**src/rtl/cpa_pkg.sv**
```systemverilog
// Shared definitions for the pipelined carry-propagate adder: default geometry,
// stage-count helper and parameter sanity check.
package cpa_pkg;

  localparam int CPA_N   = 16;
  localparam int CPA_SEG = 4;

  function automatic int cpa_stages(input int n, input int seg);
    return n / seg;
  endfunction

  function automatic bit cpa_params_ok(input int n, input int seg);
    return (seg >= 1) && (n >= seg) && ((n % seg) == 0);
  endfunction

  localparam int CPA_K = cpa_stages(CPA_N, CPA_SEG);

  // One pipeline token at the default width: valid flag, partial sum, carry.
  typedef struct packed {
    logic              valid;
    logic [CPA_N-1:0]  sum;
    logic              carry;
  } cpa_token_t;

endpackage

```
**src/rtl/cpa_segment.sv**
```systemverilog
// Combinational SEG-bit ripple adder built from full adders; also exposes the
// carry into its MSB so the caller can detect signed overflow.
module cpa_segment #(
  parameter int SEG = 4
) (
  input  logic [SEG-1:0] a_i,
  input  logic [SEG-1:0] b_i,
  input  logic           cin_i,
  output logic [SEG-1:0] sum_o,
  output logic           cout_o,
  output logic           c_msb_o
);

  for (genvar gi = 0; gi < SEG; gi++) begin : g_fa
    logic ci;
    logic co;
    if (gi == 0) begin : g_first
      assign ci = cin_i;
    end else begin : g_chain
      assign ci = g_fa[gi-1].co;
    end
    assign sum_o[gi] = a_i[gi] ^ b_i[gi] ^ ci;
    assign co        = (a_i[gi] & b_i[gi]) | (ci & (a_i[gi] ^ b_i[gi]));
  end

  assign cout_o  = g_fa[SEG-1].co;
  assign c_msb_o = g_fa[SEG-1].ci;

endmodule

```
**src/rtl/pipelined_cpa.sv**
```systemverilog
// Pipelined N-bit adder/subtractor: one SEG-bit segment resolved per stage,
// operands skewed forward and resolved sums carried along, global stall.
module pipelined_cpa
  import cpa_pkg::*;
#(
  parameter int N   = CPA_N,
  parameter int SEG = CPA_SEG
) (
  input  logic         clk,
  input  logic         rst,
  input  logic         in_valid,
  output logic         in_ready,
  input  logic [N-1:0] in_a,
  input  logic [N-1:0] in_b,
  input  logic         in_cin,
  input  logic         in_sub,
  output logic         out_valid,
  input  logic         out_ready,
  output logic [N-1:0] out_sum,
  output logic         out_cout,
  output logic         out_ovf
);

  localparam int K = cpa_stages(N, SEG);

  if (!cpa_params_ok(N, SEG)) begin : g_param_check
    $error("pipelined_cpa: N must be a positive multiple of SEG");
  end

  logic         adv;
  logic [N-1:0] b_eff_d;
  logic         cin_eff_d;
  logic         v0_q;
  logic [N-1:0] a0_q;
  logic [N-1:0] b0_q;
  logic         c0_q;
  logic         ovf_q;

  assign adv       = !out_valid || out_ready;
  assign in_ready  = adv;
  assign b_eff_d   = in_b ^ {N{in_sub}};
  assign cin_eff_d = in_sub | in_cin;

  // Entry rank: conditioned operands are captured before any segment is added.
  always_ff @(posedge clk) begin
    if (rst) begin
      v0_q <= 1'b0;
      a0_q <= '0;
      b0_q <= '0;
      c0_q <= 1'b0;
    end else if (adv) begin
      v0_q <= in_valid;
      a0_q <= in_a;
      b0_q <= b_eff_d;
      c0_q <= cin_eff_d;
    end
  end

  for (genvar gi = 0; gi < K; gi++) begin : g_stage
    localparam int W = N - gi * SEG;  // operand bits still unresolved on entry
    localparam int R = gi * SEG;      // sum bits already resolved on entry

    logic [W-1:0]     a_in;
    logic [W-1:0]     b_in;
    logic             c_in;
    logic             v_in;
    logic [SEG-1:0]   seg_sum;
    logic             seg_cout;
    logic             seg_cmsb;
    logic [R+SEG-1:0] sum_d;
    logic [R+SEG-1:0] sum_q;
    logic             carry_q;
    logic             valid_q;

    if (gi == 0) begin : g_head
      assign a_in  = a0_q;
      assign b_in  = b0_q;
      assign c_in  = c0_q;
      assign v_in  = v0_q;
      assign sum_d = seg_sum;
    end else begin : g_body
      assign a_in  = g_stage[gi-1].g_skew.a_q;
      assign b_in  = g_stage[gi-1].g_skew.b_q;
      assign c_in  = g_stage[gi-1].carry_q;
      assign v_in  = g_stage[gi-1].valid_q;
      assign sum_d = {seg_sum, g_stage[gi-1].sum_q};
    end

    cpa_segment #(.SEG(SEG)) u_seg (
      .a_i     (a_in[SEG-1:0]),
      .b_i     (b_in[SEG-1:0]),
      .cin_i   (c_in),
      .sum_o   (seg_sum),
      .cout_o  (seg_cout),
      .c_msb_o (seg_cmsb)
    );

    always_ff @(posedge clk) begin
      if (rst) begin
        valid_q <= 1'b0;
        carry_q <= 1'b0;
        sum_q   <= '0;
      end else if (adv) begin
        valid_q <= v_in;
        carry_q <= seg_cout;
        sum_q   <= sum_d;
      end
    end

    if (gi < K - 1) begin : g_skew
      logic [W-SEG-1:0] a_q;
      logic [W-SEG-1:0] b_q;
      always_ff @(posedge clk) begin
        if (rst) begin
          a_q <= '0;
          b_q <= '0;
        end else if (adv) begin
          a_q <= a_in[W-1:SEG];
          b_q <= b_in[W-1:SEG];
        end
      end
    end

    if (gi == K - 1) begin : g_tail
      always_ff @(posedge clk) begin
        if (rst) begin
          ovf_q <= 1'b0;
        end else if (adv) begin
          ovf_q <= seg_cmsb ^ seg_cout;
        end
      end
    end else begin : g_mid
      // Only the top segment's MSB carry matters for signed overflow.
      logic unused_cmsb;
      assign unused_cmsb = seg_cmsb;
    end
  end

  assign out_valid = g_stage[K-1].valid_q;
  assign out_sum   = g_stage[K-1].sum_q;
  assign out_cout  = g_stage[K-1].carry_q;
  assign out_ovf   = ovf_q;

endmodule
```
**config.mk**
```make
export PLATFORM = sky130hd
export DESIGN_NAME = pipelined_cpa
export DESIGN_NICKNAME = d
export VERILOG_FILES = /design/src/rtl/cpa_pkg.sv /design/src/rtl/cpa_segment.sv /design/src/rtl/pipelined_cpa.sv
export SDC_FILE = /design/constraint.sdc
export NUM_CORES = 1
export LEC_CHECK = 0
export CORE_MARGIN = 2
export CORE_UTILIZATION = 30
export CTS_BUF_LIST = sky130_fd_sc_hd__clkbuf_16
export CTS_CLUSTER_DIAMETER = 120
export CTS_CLUSTER_SIZE = 20
export DETAILED_ROUTE_END_ITERATION = 6
export SLEW_MARGIN = 30
export SYNTH_ARGS = -nofsm -noshare
export SYNTH_HDL_FRONTEND = slang
export SYNTH_SLANG_ARGS = --single-unit
```
**constraint.sdc**
```tcl
create_clock -name clk -period 2.2 [get_ports clk]
set_clock_uncertainty 0.05 [all_clocks]
set_input_delay 0.33 -clock clk [delete_from_list [all_inputs] [get_ports clk]]
set_output_delay 0.33 -clock clk [all_outputs]
set_load 0.01 [all_outputs]
```
* Word level (Yosys, flattened, before mapping)
Index checks and enable logic that the tools add are counted.
** Storage, ports and cells
- Memory bits (writable) :: 0
- Memories :: 0
- Latch bits :: 0
- Bits in read-only memories :: 0
- Word-level logic and storage cells :: 108
- Output and inout bits :: 20
- Input bits :: 38
- Bits in registers :: 131
** Cells by class
- Shift-type cells :: 0
- $lt $le $gt $ge :: 0
- Equal/unequal tests :: 0
- $add $sub $neg :: 0
- Divide/modulo/power cells :: 0
- Bitwise gates (word level) :: 83
- Reduce and logical (&&, ||, !) cells :: 2
- Multiply operators :: 0
- Muxes and demuxes :: 0
** Operators by type and width (number)
- bitwise XOR 1 bit :: 33
- bitwise AND 1 bit :: 32
- OR 1 bit :: 17
- bitwise XOR 16 bit :: 1
- zero test 1 bit :: 1
- logical OR 1 bit :: 1

* Logic depth before layout (Yosys ltp)
Gate-level depths: netlist of run 1.
- Depth after elaboration :: 10
- Mapped depth :: 10
- Depth with buffers taken out :: 10

* By module
From an unflattened synthesis of run 1, not the netlist that was laid out.
** Unflattened totals
- Cell total of the unflattened synthesis :: 619
- Area total of the unflattened synthesis :: 5200.0 um^2
** By module, submodules not included
- pipelined_cpa :: cells each 571, area an instance 4759.6 um^2, times used 1, sequential area each 2622.5 um^2
- cpa_segment :: cells each 12, area an instance 110.1 um^2, times used 4, sequential area each 0.0 um^2

* Least setup slack after synthesis of run 1
Ideal clock, no wire load.
- Path type :: register to register
- Start point :: register g_stage[2].carry_q
- End point :: register g_stage[3].sum_q[15] (netlist: out_sum[15])
- Data required time :: 2.069 ns
- Clock period less this slack :: 2.127 ns
- Cell stages (with the launch flop) :: 9
- Path slack :: 0.073 ns
- Library setup time :: 0.081 ns
- Path buffers :: 0
- Data arrival time :: 1.996 ns
- Cells stage by stage :: dfxtp_1 -> fa_1 -> inv_1 -> fa_1 -> inv_1 -> fa_1 -> inv_1 -> fa_1 -> a211oi_2
** On the way
- Word-level cells in the longest chain between the ends :: 7
** RTL lines
- start, declared :: RTL line pipelined_cpa.sv:72 : logic carry_q;
- start signal, assigned :: RTL line pipelined_cpa.sv:105 : carry_q <= seg_cout;
- bitwise AND 1 bit :: RTL line cpa_segment.sv:23 : assign co = (a_i[gi] & b_i[gi]) | (ci & (a_i[gi] ^ b_i[gi]));
- OR 1 bit :: RTL line cpa_segment.sv:23
- bitwise AND 1 bit :: RTL line cpa_segment.sv:23
- OR 1 bit :: RTL line cpa_segment.sv:23
- bitwise AND 1 bit :: RTL line cpa_segment.sv:23
- OR 1 bit :: RTL line cpa_segment.sv:23
- bitwise XOR 1 bit :: RTL line cpa_segment.sv:22 : assign sum_o[gi] = a_i[gi] ^ b_i[gi] ^ ci;
- end signal, assigned :: RTL line pipelined_cpa.sv:106 : sum_q <= sum_d;
- end, declared :: RTL line pipelined_cpa.sv:71 : logic [R+SEG-1:0] sum_q;
Every way passes these cells.
A chain may end at the register's enable or synchronous reset.

* Worst setup path after layout of run 1
- Start point :: register g_stage[1].g_skew.b_q[0]
- End point :: register g_stage[2].sum_q[11]
** On the way
- Word-level cells in the longest chain between the ends :: 8
- Elaborated cells between the ends (all ways) :: 9
- Classes of those cells :: bitwise (9)
** RTL lines
- start, declared :: RTL line pipelined_cpa.sv:112 : logic [W-SEG-1:0] b_q;
- start signal, assigned :: RTL line pipelined_cpa.sv:119 : b_q <= b_in[W-1:SEG];
- bitwise XOR 1 bit :: RTL line cpa_segment.sv:23
- bitwise AND 1 bit :: RTL line cpa_segment.sv:23
- OR 1 bit * :: RTL line cpa_segment.sv:23
- bitwise AND 1 bit * :: RTL line cpa_segment.sv:23
- OR 1 bit * :: RTL line cpa_segment.sv:23
- bitwise AND 1 bit * :: RTL line cpa_segment.sv:23
- OR 1 bit * :: RTL line cpa_segment.sv:23
- bitwise XOR 1 bit * :: RTL line cpa_segment.sv:22
- end signal, assigned :: RTL line pipelined_cpa.sv:106
- end, declared :: RTL line pipelined_cpa.sv:71
Mark *: on every way between the ends. The rest lies on a longest branch, timed or not.

==> results.md, run 1 <==
* Status: completed
* Avg Synthesized Cell Area at 8.72 um2
* Die width at roughly 140 um
* PwrDens at roughly 860 nW/um2
* Initial DRC Count at 228
* CTS buffer count at 17
* Max IR drop VDD at ~460 uV
* Clock Latency Late Sink at 410 ps
* P_int at 4.44 mW
* H-tree depth at 4
* Setup crit end kind: flip-flop
* Met1 usage at 0.157
* FF-to-FF End: g_stage[2].sum_q[11]$_SDFFE_PP0P_
* DRC Markers at 0
* Synth cell types at 20
* Top cell type's share of synthesized area at 0.498
* Dominant cell type by area after synthesis: dfxtp_1
* Most frequent cell after synthesis: nand2_1
* Fmax at approximately 470 MHz
* Vias in the first global route at 3720
* GR met3 Demand/Resource at 0.0348
* First-pass GRT wire length at 17700 um
* Ant diodes at 0
* Synthesized Nets at 658
* Wire length per cell at 11.8 um
* Final hold violation count at 0
* Slew @ Worst Pin at around 480 ps
* ANT nets after route at 0
* Top Usage Layer GRT: met2
* Largest net degree at the start of global routing at 108
* Number of synthesized register bits at 131
* Initial antenna violation count at 0
* Fin cells at 882
* CORE AREA at 17200 um2
* Die ar. at 18600 um2
* Clock Power Share at 0.482
* Detailed-route via count at between 3000 and 4000
* Initial core utilization at 0.306
* Vias per inst at ~4.3
* Worst rel slew slack at 0.679
* Hold WS at 328 ps
* GRT Overall Usage at 0.121
* EDFF count, synth at 0
* GRT overflow at 0
* Async SR Flop Fraction at 0
* Final min period at between 2000 and 2500 ps
* Hold WC Path Type: input port to flip-flop
* Top_reg_cell synth: dfxtp_1
* Final setup viols at 0
* Post-Synthesis Cells at a little over 600
* Req. time, crit path at 2480 ps
* HP Start: rst
* Flop pwr share at 0.450
* Overall power at 5.69 mW
* Hold endpoint: a0_q[10]$_SDFFE_PP0P_
* # rows at 48
* Placed insts at 850
* Final core occ at 0.384
* Half-perimeter wire length after placement at 6590 um
* Die Ht at 137 um
* Comb pwr share at 0.068
* Ys Warns at 0
* Maxcap violations at 0
* Net count reported at finish at 698
* CP Class: flip-flop to flip-flop
* Pins Over Slew Limit at 0
* TritonRoute pass-1 iters at 4
* Met2 Use GR at 0.188
* Reg2Reg Setup Slack at 60 ps
* IO Port Bufs at 57
* RSZ-0062 raised after global routing: true
* Root Driver: clkbuf_16
* Period utilisation layout at 0.973
* R2R depth at 8
* I/O pins at just under 60
* Worst-path maximum fanout at 2
* Setup tns final at 0 ps
* FF-to-FF Start: g_stage[1].g_skew.b_q[0]$_SDFFE_PP0P_
* Mapped Area at 5270 um2
* Reg clk slew, reported paths at 60 ps
* Arr. time, crit path at 2420 ps
* Top post-synthesis cells by count: nand2_1 (202), dfxtp_1 (131), a21oi_1 (101)
* Area Growth Syn to Fin at 25.5%
* Worst setup SP type: flip-flop
* Register area share after synthesis at 0.498
* Ranking of synthesized cells by area: dfxtp_1 (50%), nand2_1 (14%), a21oi_1 (9.6%)
* Leak at 2.41 nW
* Layout cell share with drive strength beyond 1 at 0.163
* Gp weighted congestion at 0.714
* DRT Wirelength at 10400 um
* P_sw at 1.24 mW
* CTS sink cnt at 131
* CTS tree: done
* CTS max path bufs at 2
* Worst hold stages at 2
* Sw frac at 0.219
==> cell type report <==
class | count | area [um2]
tap | 225 | 282
clock buffer | 17 | 425
inverter | 29 | 111
clock inverter | 15 | 153
timing repair buffer | 67 | 731
fill | 1751 | 10600
sequential | 131 | 2630
multi-input combinational | 398 | 2280
==> worst max path at each step <==
stage / depth (start not counted) / to / slack [ps] / start
6_report: 8 / g_stage[2].sum_q[11]$_SDFFE_PP0P_ / 60 / g_stage[1].g_skew.b_q[0]$_SDFFE_PP0P_
5_1_grt: 8 / g_stage[0].sum_q[3]$_SDFFE_PP0P_ / -40 / a0_q[0]$_SDFFE_PP0P_
4_1_cts: 8 / g_stage[2].sum_q[11]$_SDFFE_PP0P_ / 20 / g_stage[1].carry_q$_SDFFE_PP0P_
3_5_place_dp: 8 / out_sum[15]$_SDFFE_PP0P_ / 5 / g_stage[2].carry_q$_SDFFE_PP0P_
3_3_place_gp: 8 / out_sum[15]$_SDFFE_PP0P_ / 50 / g_stage[2].carry_q$_SDFFE_PP0P_
2_1_floorplan: 8 / out_sum[15]$_SDFFE_PP0P_ / 70 / g_stage[2].carry_q$_SDFFE_PP0P_
==> power by group through the flow <==
| stage | sequential, mW | combinational, mW | clock (mW) |
|---|---|---|---|
| floorplan | 2.60 | 0.236 | 0 |
| global placement | 2.60 | 0.381 | 0 |
| detailed placement | 2.61 | 0.382 | 0 |
| CTS | 2.56 | 0.386 | 2.79 |
| global route | 2.57 | 0.434 | 2.91 |
| finish | 2.56 | 0.384 | 2.74 |
==> layout by cell type, fill, tap and decap left out, types with 2 or more instances in the layout <==
cell type	count
a211oi_2	26
buf_4	4
bufinv_16	3
inv_1	22
clkinv_2	3
clkdlybuf4s50_1	56
nor2_1	21
clkinv_4	2
buf_12	7
nand2_1	202
a211oi_1	2
xnor2_1	14
dfxtp_1	124
fa_1	3
inv_2	11
fa_2	13
xor2_1	2
nor3_1	2
dfxtp_2	7
nor2_2	10
clkbuf_16	17
a21oi_1	101
==> timing repair <==
action                                  4_1_cts  5_1_grt
endpoints found under the setup margin        2        5
cloned                                        0        0
buffers inserted                              0        0
pin swaps                                     1       10
gates resized for setup                       3       29
hold buffers                                  0        0
==> kinds of logic after synthesis <==
| family | Yosys count | share of synthesized area |
|---|---|---|
| buffers and inverters | 75 | 0.0772 |
| and+or+nand+nor | 236 | 0.175 |
| xor gates and xnor gates | 17 | 0.0283 |
| DFF | 131 | 0.498 |
| AOI/OAI and AO/OA | 129 | 0.161 |
| adders and majority gates | 16 | 0.0608 |
==> worst max-delay path, cell delays in order (launching register included) <==
cell,delay [ps]
dfxtp_2,330
fa_2,380
inv_2,60
fa_2,180
inv_2,40
fa_2,320
inv_2,60
fa_1,420
a211oi_2,220
==> metal layers <==
metal / wire length (um) / up-vias
met3: 374 / 15
li1: - / 1998
met2: 4750 / 60
met1: 5130 / 1733
met5: 0 / -
met4: 171 / 0
==> state kept, by name, summed over array words and instances, names as in the netlist <==
name	cells
a0_q	16
b0_q	16
c0_q	1
g_stage.carry_q	3
g_stage.g_skew.a_q	24
g_stage.g_skew.b_q	24
g_stage.sum_q	24
g_stage.v_in	1
g_stage.valid_q	3
out_cout	1
out_ovf	1
out_sum	16
out_valid	1
==> through the flow <==
stage          cell area [um2]  worst slack (ps)
2_1_floorplan             5270              73.2
5_1_grt                   6610             -35.7
3_5_place_dp              5980              4.80
6_report                  6610              59.4
3_3_place_gp              5980              49.2
4_1_cts                   6570              23.4
Note: power is estimated with default switching activity, not from simulation.
==> inputs of run 2 (changes only) <==
Settings changed: DONT_BUFFER_PORTS from default to 1.
==> run 2 against run 1 <==
Compared with the run above: setup slack worse by 46 ps; non-clock buffer count is 1 lower; global-route usage is 0.36 points higher; largest power group unchanged; clock-buffer cell count stayed put; maximum frequency is 2.1% lower.
==> results.md, run 2 (synthesized netlist as in run 1, its figures left out) <==
* Arr. time, crit path at 2470 ps
* Worst path cell trace: fa_2, inv_2, fa_1, inv_2, fa_2, inv_2, fa_2, a211oi_2
* Top Usage Layer GRT: met2
* Leak at 2.52 nW
* GRT overflow at 0
* Largest net degree at the start of global routing at 78
* Fmax at approximately 460 MHz
* CP Class: flip-flop to flip-flop
* Vias per inst at 4.41
* P_int at 4.43 mW
* Flop pwr share at 0.452
* Overall power at between 5 and 6 mW
* Met1 usage at 0.158
* Clock Latency Late Sink at 410 ps
* Initial antenna violation count at 0
* Net count reported at finish at 697
* Final core occ at 0.382
* ANT nets after route at 0
* Detailed-route via count at 3887
* Die ar. at 18600 um2
* # rows at 48
* Initial DRC Count at 197
* Max IR drop VDD at 404 uV
* Worst rel slew slack at 0.750
* Critical Path Max Stage Delay at 440 ps
* CTS sink cnt at 131
* Req. time, crit path at 2480 ps
* Commonest non-fill, non-tap cell in the layout: nand2_1
* Most frequent cells in the layout: nand2_1 (202), dfxtp_1 (124), a21oi_1 (101), dlygate4sd3_1 (59), a211oi_2 (26)
* DRC Markers at 0
* GRT Overall Usage at 0.125
* Half-perimeter wire length after placement at around 6100 um
* IO Port Bufs at 0
* GR met3 Demand/Resource at 0.0419
* CTS tree: done
* Reg clk slew, reported paths at 60 ps
* P_sw at ~1.2 mW
* Worst setup SP type: flip-flop
* Met2 Use GR at 0.196
* Sw frac at 0.220
* Slack of the critical path at 13.3 ps
* CTS max path bufs at 2
* Ant diodes at 0
* TritonRoute pass-1 iters at 4
* Wire length per cell at 12.4 um
* Slew @ Worst Pin at 374 ps
* Clock Power Share at 0.492
* CTS buffer count at 17
* Gp weighted congestion at 0.738
* Fill count at 1739
* Initial core utilization at 0.306
* Final hold violation count at 0
* Vias in the first global route at slightly below 4000
* Area Growth Syn to Fin at 25.0%
* RSZ-0062 raised after global routing: true
* I/O pins at 58
* Status: completed
* Largest regs: g_stage.g_skew.a_q: 24 flops, g_stage.g_skew.b_q: 24 flops, g_stage.sum_q: 24 flops
* Layout cell share with drive strength beyond 1 at 0.149
* Hold WS at 24.2 ps
* Setup crit end kind: flip-flop
* PwrDens at 863 nW/um2
* DRT Wirelength at approximately 11000 um
* Period utilisation layout at 0.994
* Pins Over Slew Limit at 0
* Comb pwr share at 0.057
* Pre-CTS setup slack at -0.237 ps
* CORE AREA at about 17000 um2
* H-tree depth at 4
* First-pass GRT wire length at 18300 um
* Root Driver: clkbuf_16
* Die width at ~140 um
* Die Ht at 137 um
* Maxcap violations at 0
* Worst-path maximum fanout at 2
* Final min period at 2190 ps
* CP max stage cell: fa_2
* Hold WC Path Type: input port to flip-flop
* Final setup viols at 0
-- run 2: cell types whose count changed in the layout (fill, tap and decap cells not counted), sizes merged --
cell,change
buf,-4
clkinvlp,+4
inv,-3
clkdlybuf4s50,-56
clkinv,-1
dlygate4sd3,+59
-- run 2: final timing paths --
path	startpoint	endpoint	slack (ps)	cells after the start
worst max-delay path	g_stage[2].g_skew.a_q[0]$_SDFFE_PP0P_	out_sum[15]$_SDFFE_PP0P_	10	8
worst min register to register	g_stage[1].sum_q[3]$_SDFFE_PP0P_	g_stage[1].sum_q[3]$_SDFFE_PP0P_	400	2
worst min-delay path	in_a[5]	a0_q[5]$_SDFFE_PP0P_	20	2
worst max register to register	g_stage[2].g_skew.a_q[0]$_SDFFE_PP0P_	out_sum[15]$_SDFFE_PP0P_	10	8
-- run 2: final cells by class --
cell class | instances | area [um2] | share of cell area
Clock buffer | 17 | 425 | 0.0646
Clock inverter | 15 | 166 | 0.0253
Inverter | 29 | 114 | 0.0173
Multi-Input combinational cell | 398 | 2260 | 0.344
Sequential cell | 131 | 2630 | 0.400
Tap cell | 225 | 282 | 0.0428
Timing Repair Buffer | 66 | 701 | 0.106
-- run 2: metal layers --
layer	vias up	wire length (um)
met5	-	0
met4	0	186
met3	15	587
met2	61	5070
met1	1806	5050
li1	2005	-
-- run 2: worst max-delay path, delay by kind of cell (launching register included) --
kind,cells,cell delay (ps)
compound gates,1,210
fa+ha+maj,4,1350
buf+inv,3,180
flops,1,330
-- run 2: power by group through the flow --
stage / sequential [mW] / clock (mW) / combinational [mW]
global route: 2.58 / 2.96 / 0.369
floorplan: 2.60 / 0 / 0.236
detailed placement: 2.62 / 0 / 0.225
finish: 2.57 / 2.79 / 0.321
CTS: 2.57 / 2.85 / 0.320
global placement: 2.62 / 0 / 0.223
-- run 2: metrics by stage --
| stage | cells | setup TNS [ps] | area, um2 |
|---|---|---|---|
| finish | 881 | 0 | 6580 |
| global route | 881 | -141 | 6580 |
| CTS | 880 | 0 | 6540 |
| detailed placement | 788 | -0.237 | 5330 |
| global placement | 788 | 0 | 5330 |
| floorplan | 604 | 0 | 5270 |
-- run 2: what timing repair did --
action	4_1_cts	5_1_grt
buffers inserted	0	1
endpoints found under the hold margin	131	0
pin swaps	0	10
setup endpoints to repair	1	6
hold buffers	60	0
gates resized for setup	1	23
